<file path="config.mk">
export PLATFORM = sky130hd
export DESIGN_NAME = write_burst_ctrl_flat
export DESIGN_NICKNAME = d
export VERILOG_FILES = /design/src/rtl/write_burst_ctrl_if.sv /design/src/rtl/write_burst_ctrl.sv /design/src/flat_wrapper.sv
export SDC_FILE = /design/constraint.sdc
export NUM_CORES = 1
export LEC_CHECK = 0
export CAP_MARGIN = 20
export CORE_MARGIN = 10
export CORE_UTILIZATION = 45
export DETAILED_ROUTE_END_ITERATION = 16
export HOLD_SLACK_MARGIN = 0.08
export PLACE_DENSITY = 0.84
export SLEW_MARGIN = 20
export SYNTH_ARGS = -nofsm -noshare
export SYNTH_HDL_FRONTEND = slang
export SYNTH_SLANG_ARGS = --single-unit
</file>
<file path="constraint.sdc">
create_clock -name clk_i -period 3 [get_ports clk_i]
set_input_delay 0.45 -clock clk_i [delete_from_list [all_inputs] [get_ports clk_i]]
set_output_delay 0.45 -clock clk_i [all_outputs]
set_load 0.02 [all_outputs]
</file>
<file path="src/rtl/write_burst_ctrl_if.sv">
`default_nettype none
// ============================================================================
// Module      : write_burst_ctrl_if
// Description : Command, write-data and DQ output bundle for the DDR5 PHY
//               write burst controller. The slave modport is the controller
//               side; the master modport is whatever feeds it commands and data.
// Signals     : wr_cmd_valid_i/wr_cmd_ready_o  command handshake
//               write_crc_en_i, phy_crc_mode_i,
//               seamless_i, bl_i                command configuration
//               wr_data_i / wr_data_req_o       write data pair and consume
//               crc_i                           CRC beat pair
//               dq_o, dq_oe_o, crc_beat_o       registered DQ outputs
//               burst_done_o, cmd_err_o         status pulses
// Revision    : 1.0 - initial release
// ============================================================================
interface write_burst_ctrl_if #(
    parameter int DQ_W = 8
);
    logic                wr_cmd_valid_i;
    logic                wr_cmd_ready_o;
    logic                write_crc_en_i;
    logic                phy_crc_mode_i;
    logic                seamless_i;
    logic [1:0]          bl_i;
    logic [2*DQ_W-1:0]   wr_data_i;
    logic [2*DQ_W-1:0]   crc_i;
    logic                wr_data_req_o;
    logic [2*DQ_W-1:0]   dq_o;
    logic                dq_oe_o;
    logic                crc_beat_o;
    logic                burst_done_o;
    logic                cmd_err_o;

    modport slave (
        input  wr_cmd_valid_i, write_crc_en_i, phy_crc_mode_i, seamless_i,
               bl_i, wr_data_i, crc_i,
        output wr_cmd_ready_o, wr_data_req_o, dq_o, dq_oe_o, crc_beat_o,
               burst_done_o, cmd_err_o
    );

    modport master (
        output wr_cmd_valid_i, write_crc_en_i, phy_crc_mode_i, seamless_i,
               bl_i, wr_data_i, crc_i,
        input  wr_cmd_ready_o, wr_data_req_o, dq_o, dq_oe_o, crc_beat_o,
               burst_done_o, cmd_err_o
    );
endinterface
`default_nettype wire

</file>
<file path="src/rtl/write_burst_ctrl.sv">
`default_nettype none
// ============================================================================
// Module      : write_burst_ctrl
// Description : Write-path burst controller. Accepts one write command per
//               burst and runs a counted window of DATA, optional PAD and
//               optional CRC cycles, driving registered DQ data and enable.
// Ports       : clk_i  - PHY clock
//               rst_i  - asynchronous active-high reset
//               bus    - write_burst_ctrl_if.slave (command, data, DQ outputs)
// Revision    : 1.0 - initial release
// ============================================================================
module write_burst_ctrl #(
    parameter int DQ_W = 8
) (
    input  wire logic           clk_i,
    input  wire logic           rst_i,
    write_burst_ctrl_if.slave   bus
);

    typedef enum logic [1:0] {
        S_IDLE = 2'd0,
        S_DATA = 2'd1,
        S_PAD  = 2'd2,
        S_CRC  = 2'd3
    } state_t;

    state_t             r_state;
    state_t             w_next;
    logic [4:0]         r_cnt;
    logic [4:0]         w_cnt_nxt;
    logic               r_pad_en;
    logic               r_crc_en;
    logic               r_cmd_err;
    logic               r_dq_oe;
    logic               r_crc_beat;
    logic [2*DQ_W-1:0]  r_dq;

    logic               w_last;
    logic               w_ready;
    logic               w_accept;
    logic               w_start;
    logic               w_add_crc;
    logic               w_bl16;
    logic               w_new_pad;
    logic               w_new_crc;
    logic [4:0]         w_new_cnt;

    // Final window cycle: the CRC cycle, or the last DATA cycle of a burst
    // that has neither pad nor CRC. Depends on state only, so ready has no
    // combinational path from the command inputs.
    assign w_last   = (r_state == S_CRC) ||
                      ((r_state == S_DATA) && (r_cnt == 5'd0) && !r_pad_en && !r_crc_en);
    assign w_ready  = (r_state == S_IDLE) || w_last;
    assign w_accept = bus.wr_cmd_valid_i && w_ready;
    assign w_start  = w_accept && (bus.bl_i != 2'b11);

    // Configuration decode for the command being offered this cycle.
    assign w_add_crc = bus.write_crc_en_i && !bus.phy_crc_mode_i;
    assign w_bl16    = (bus.bl_i != 2'b00);
    assign w_new_pad = !w_bl16 && w_add_crc;
    // Seamless BL16 fills the whole window with data, so no CRC cycle.
    assign w_new_crc = w_add_crc && !(w_bl16 && bus.seamless_i);
    // Counter holds remaining cycles minus one.
    assign w_new_cnt = !w_bl16 ? 5'd3 : (bus.seamless_i ? 5'd15 : 5'd7);

    always_comb begin
        w_next    = r_state;
        w_cnt_nxt = r_cnt;
        case (r_state)
            S_IDLE: begin
                if (w_start) begin
                    w_next    = S_DATA;
                    w_cnt_nxt = w_new_cnt;
                end
            end
            S_DATA: begin
                if (r_cnt != 5'd0) begin
                    w_cnt_nxt = r_cnt - 5'd1;
                end else if (r_pad_en) begin
                    w_next    = S_PAD;
                    w_cnt_nxt = 5'd3;
                end else if (r_crc_en) begin
                    w_next    = S_CRC;
                    w_cnt_nxt = 5'd0;
                end
            end
            S_PAD: begin
                if (r_cnt != 5'd0) begin
                    w_cnt_nxt = r_cnt - 5'd1;
                end else begin
                    w_next    = S_CRC;
                    w_cnt_nxt = 5'd0;
                end
            end
            default: begin
            end
        endcase
        // End of window chains straight into the next burst when one is taken.
        if (w_last) begin
            if (w_start) begin
                w_next    = S_DATA;
                w_cnt_nxt = w_new_cnt;
            end else begin
                w_next    = S_IDLE;
                w_cnt_nxt = 5'd0;
            end
        end
    end

    always_ff @(posedge clk_i or posedge rst_i) begin
        if (rst_i) begin
            r_state <= S_IDLE;
            r_cnt   <= 5'd0;
        end else begin
            r_state <= w_next;
            r_cnt   <= w_cnt_nxt;
        end
    end

    always_ff @(posedge clk_i or posedge rst_i) begin
        if (rst_i) begin
            r_pad_en <= 1'b0;
            r_crc_en <= 1'b0;
        end else if (w_start) begin
            r_pad_en <= w_new_pad;
            r_crc_en <= w_new_crc;
        end
    end

    // DQ mux registered one cycle behind the state that selects it.
    always_ff @(posedge clk_i or posedge rst_i) begin
        if (rst_i) begin
            r_dq       <= '0;
            r_dq_oe    <= 1'b0;
            r_crc_beat <= 1'b0;
            r_cmd_err  <= 1'b0;
        end else begin
            case (r_state)
                S_DATA:  r_dq <= bus.wr_data_i;
                S_PAD:   r_dq <= '1;
                S_CRC:   r_dq <= bus.crc_i;
                default: r_dq <= '0;
            endcase
            r_dq_oe    <= (r_state != S_IDLE);
            r_crc_beat <= (r_state == S_CRC);
            r_cmd_err  <= w_accept && (bus.bl_i == 2'b11);
        end
    end

    assign bus.wr_cmd_ready_o = w_ready;
    assign bus.wr_data_req_o  = (r_state == S_DATA);
    assign bus.burst_done_o   = w_last;
    assign bus.dq_o           = r_dq;
    assign bus.dq_oe_o        = r_dq_oe;
    assign bus.crc_beat_o     = r_crc_beat;
    assign bus.cmd_err_o      = r_cmd_err;

endmodule
`default_nettype wire

</file>
<file path="src/flat_wrapper.sv">
// flat-port wrapper written by rule: the top's interface ports become plain ports
module write_burst_ctrl_flat 
#(
    parameter int DQ_W = 8
)
  (clk_i, rst_i, bus_wr_cmd_valid_i, bus_write_crc_en_i, bus_phy_crc_mode_i, bus_seamless_i, bus_bl_i, bus_wr_data_i, bus_crc_i, bus_wr_cmd_ready_o, bus_wr_data_req_o, bus_dq_o, bus_dq_oe_o, bus_crc_beat_o, bus_burst_done_o, bus_cmd_err_o);
  write_burst_ctrl_if #(.DQ_W(DQ_W)) bus_i ();
  input  wire logic clk_i;
  input  wire logic rst_i;
  input wire logic [$bits(bus_i.wr_cmd_valid_i)-1:0] bus_wr_cmd_valid_i;
  input wire logic [$bits(bus_i.write_crc_en_i)-1:0] bus_write_crc_en_i;
  input wire logic [$bits(bus_i.phy_crc_mode_i)-1:0] bus_phy_crc_mode_i;
  input wire logic [$bits(bus_i.seamless_i)-1:0] bus_seamless_i;
  input wire logic [$bits(bus_i.bl_i)-1:0] bus_bl_i;
  input wire logic [$bits(bus_i.wr_data_i)-1:0] bus_wr_data_i;
  input wire logic [$bits(bus_i.crc_i)-1:0] bus_crc_i;
  output wire logic [$bits(bus_i.wr_cmd_ready_o)-1:0] bus_wr_cmd_ready_o;
  output wire logic [$bits(bus_i.wr_data_req_o)-1:0] bus_wr_data_req_o;
  output wire logic [$bits(bus_i.dq_o)-1:0] bus_dq_o;
  output wire logic [$bits(bus_i.dq_oe_o)-1:0] bus_dq_oe_o;
  output wire logic [$bits(bus_i.crc_beat_o)-1:0] bus_crc_beat_o;
  output wire logic [$bits(bus_i.burst_done_o)-1:0] bus_burst_done_o;
  output wire logic [$bits(bus_i.cmd_err_o)-1:0] bus_cmd_err_o;
  assign bus_i.wr_cmd_valid_i = bus_wr_cmd_valid_i;
  assign bus_i.write_crc_en_i = bus_write_crc_en_i;
  assign bus_i.phy_crc_mode_i = bus_phy_crc_mode_i;
  assign bus_i.seamless_i = bus_seamless_i;
  assign bus_i.bl_i = bus_bl_i;
  assign bus_i.wr_data_i = bus_wr_data_i;
  assign bus_i.crc_i = bus_crc_i;
  assign bus_wr_cmd_ready_o = bus_i.wr_cmd_ready_o;
  assign bus_wr_data_req_o = bus_i.wr_data_req_o;
  assign bus_dq_o = bus_i.dq_o;
  assign bus_dq_oe_o = bus_i.dq_oe_o;
  assign bus_crc_beat_o = bus_i.crc_beat_o;
  assign bus_burst_done_o = bus_i.burst_done_o;
  assign bus_cmd_err_o = bus_i.cmd_err_o;
  write_burst_ctrl #(.DQ_W(DQ_W)) u_core (.clk_i(clk_i), .rst_i(rst_i), .bus(bus_i));
endmodule
</file>
==> reports/results.txt <==
Worst-path clk slew - 150 ps
Fin. Hold Viols - 0
Post-synth EDFFs - 0
Initial Util - 47.5%
crit path buf inv count - 4
Max Cap Violations - 0
GP Congestion - 0.806
CTS Buffer Depth - 2
die area - 5960 sq um
PD cells - 1130 nW/um^2
Routed Antenna Nets - 0
CP required - 2550 ps
first-pass GRT wire length - 7730 um
TritonCTS clock tree - done
drt wl/cell - 19.1 um
Area contributors post-synth - dfrtp_1, a221oi_1, ha_1
Die Y - 77.2 um
Post-Synthesis Cells - 142
ys flop type - dfrtp_1
fill cell count - 245
Yosys top cell area share - 47.6%
fin crit share - 94.9%
placed cell count - 243
initial antenna violation count - 0
syn_area_per_cell - 10.4 sq um
Warnings, synthesis - 0
worst slack, placed - 371 ps
Arrival @ worst endpoint - 2400 ps
total global routing overflow - 0
H-tree levels - 1
GRT Util Overall - 15.7%
Synth area leader - dfrtp_1
First-pass DRT Iterations - 4
top-count cell post-synth - dfrtp_1
non-filler instance count after layout - 248
register area - 701 sq um
# setup viols final - 0
IO Port Bufs - 61
DRC viols - 0
area grow syn2layout - 49.5%
post-synthesis sequential area ratio - 47.6%
HPWL after DPL - 3670 um
post-synthesis net count - 189
#FFs+latches synth - 28
Slowest-stage cell, CP - clkdlybuf4s50_1
largest net degree at the start of global routing - 29
clk sinks - 28
Static Leakage - 0.955 nW
status - finished, final reports clean
crit-path leading delay family - buffers and inverters
routed wire length - 4730 um
worst-path maximum fanout - 7
RSZ-0062 raised after global routing - false
CP peak stage delay - 550 ps
Final min period - 2850 ps
DR vias - 1374
clock skew - 5.80 ps
Synth cell types - 39
number of global-route vias before repair - 1441
final worst slack - 153 ps
vias per cell - 5.54
die width - 77.2 um
# diodes - 0
most frequent cells after synthesis - dfrtp_1, nor2_1, a221oi_1
Num CTS Buffers - 3
site row count - 20
multi-input logic area - 704 sq um
ys async rst share - 100%
Slew Viols, Final - 0
WS Path Type - reg2out
relative slew slack - 64.7%
Mapped Area - 1470 sq um
CTS Hold Buffers Added - 0
Max VDD drop - 0.000775 V
Max Fclk - 351 MHz
core area - 3100 sq um
hold crit path type - in2async
nets@finish - 252
CP startpoint kind - flip-flop
drt first-iter violations - 108
setup TNS - 0 ps
Crit. End Element - output port
Slew @ Worst Pin - 530 ps
CP Cell Sequence - inv_1 -> ha_1 -> nor3b_2 -> a21oi_4 -> inv_4 -> nor2_4 -> clkinv_2 -> clkdlybuf4s50_1
Ports - 62
fraction of layout cells with a size suffix above 1 - 10.8%
Skew-Pair Late Insertion Delay - 330 ps
Root Driver - clkbuf_4
what timing repair did:
action                     in CTS  in global routing
setup buffers                   0                  1
setup endpoints to repair       1                  1
gates resized for setup         1                  0
cells by family after synthesis:
group                    after synthesis  synth area share, %
AND/OR/NAND/NOR                       46                 17.1
buffers and inverters                 17                 4.93
AO/OA/AOI/OAI                         39                 21.1
multiplexers                           5                 3.40
flip-flops                            28                 47.6
adder cells (fa/ha/maj)                7                 5.95
routing by layer:
metal | global-route usage (%) | vias to the layer above | part of all wire (%) | routed length, um
met3 | 2.45 | 9 | 4.9 | 230
met4 | 7.66 | 0 | 2.3 | 110
met2 | 28.5 | 51 | 54 | 2550
met5 | 0 | - | 0 | 0
met1 | 17.1 | 674 | 39 | 1830
li1 | - | 640 | - | -
path summary, 6_finish.rpt:
| check | from | to | slack [ps] | cells after the start |
|---|---|---|---|---|
| worst max-delay path | u_core.r_state[1] | bus_wr_cmd_ready_o | 150 | 8 |
| worst min-delay path | rst_i | u_core.bus.dq_o[0] | 480 | 3 |
| worst max register to register | u_core.r_state[1] | u_core.r_cnt[2] | 890 | 6 |
| worst min register to register | u_core.r_crc_en | u_core.r_crc_en | 590 | 2 |
| max in group asynchronous | rst_i | u_core.r_cnt[0] | 2250 | 3 |
| min in group clk_i | u_core.r_crc_en | u_core.r_crc_en | 590 | 2 |
flip-flops by register name, summed over array words and instances (netlist names):
signal                 count
u_core.bus.dq_o           16
u_core.r_cnt               5
u_core.r_state             2
u_core.bus.cmd_err_o       1
u_core.bus.crc_beat_o      1
u_core.bus.dq_oe_o         1
u_core.r_crc_en            1
u_core.r_pad_en            1
tightest hold or removal path, stage by stage:
cell and delay [ps]:
clkdlybuf4s50_1 410, inv_1 60, buf_4 330
stage by stage:
step                hold slack, ps  total power, W  util, %  area, sq um
CTS                            490         0.00247     70.7         2190
detailed placement             534         0.00221     68.9         2140
global route                   524         0.00267     71.0         2200
finish                         482         0.00248     71.0         2200
global placement               519         0.00215     68.9         2140
floorplan                      469         0.00165        -         1470
layout make-up:
type | count | area share (%)
clock inverters | 1 | 1.36
well taps | 44 | 2.50
repair buffers | 67 | 29.8
inverters | 8 | 1.53
clock buffers | 3 | 1.02
flip-flops and latches | 28 | 31.8
multi-input cells | 97 | 32.0
power breakdown:
part	switching, W	internal (W)	total [W]
combinational	0.000894	0.000712	0.00161
clock	0.000112	0.000135	0.000247
sequential	0.0000821	0.000545	0.000627
total	0.00109	0.00139	0.00248
cells in the final DEF (no fill, tap or decap), types with 2 or more instances in the layout:
| master | synthesis | final |
|---|---|---|
| a21oi_1 | 2 | 2 |
| clkdlybuf4s50_1 | 0 | 61 |
| clkbuf_4 | 0 | 3 |
| mux2i_1 | 5 | 5 |
| o21ai_0 | 10 | 10 |
| nand2b_1 | 4 | 4 |
| nand2_1 | 7 | 7 |
| dfrtp_1 | 28 | 28 |
| nor2_1 | 22 | 22 |
| nand4b_1 | 2 | 2 |
| a221oi_1 | 16 | 16 |
| inv_1 | 6 | 6 |
| ha_1 | 7 | 7 |
| buf_4 | 0 | 6 |
Note: power is estimated with default switching activity, not from simulation.
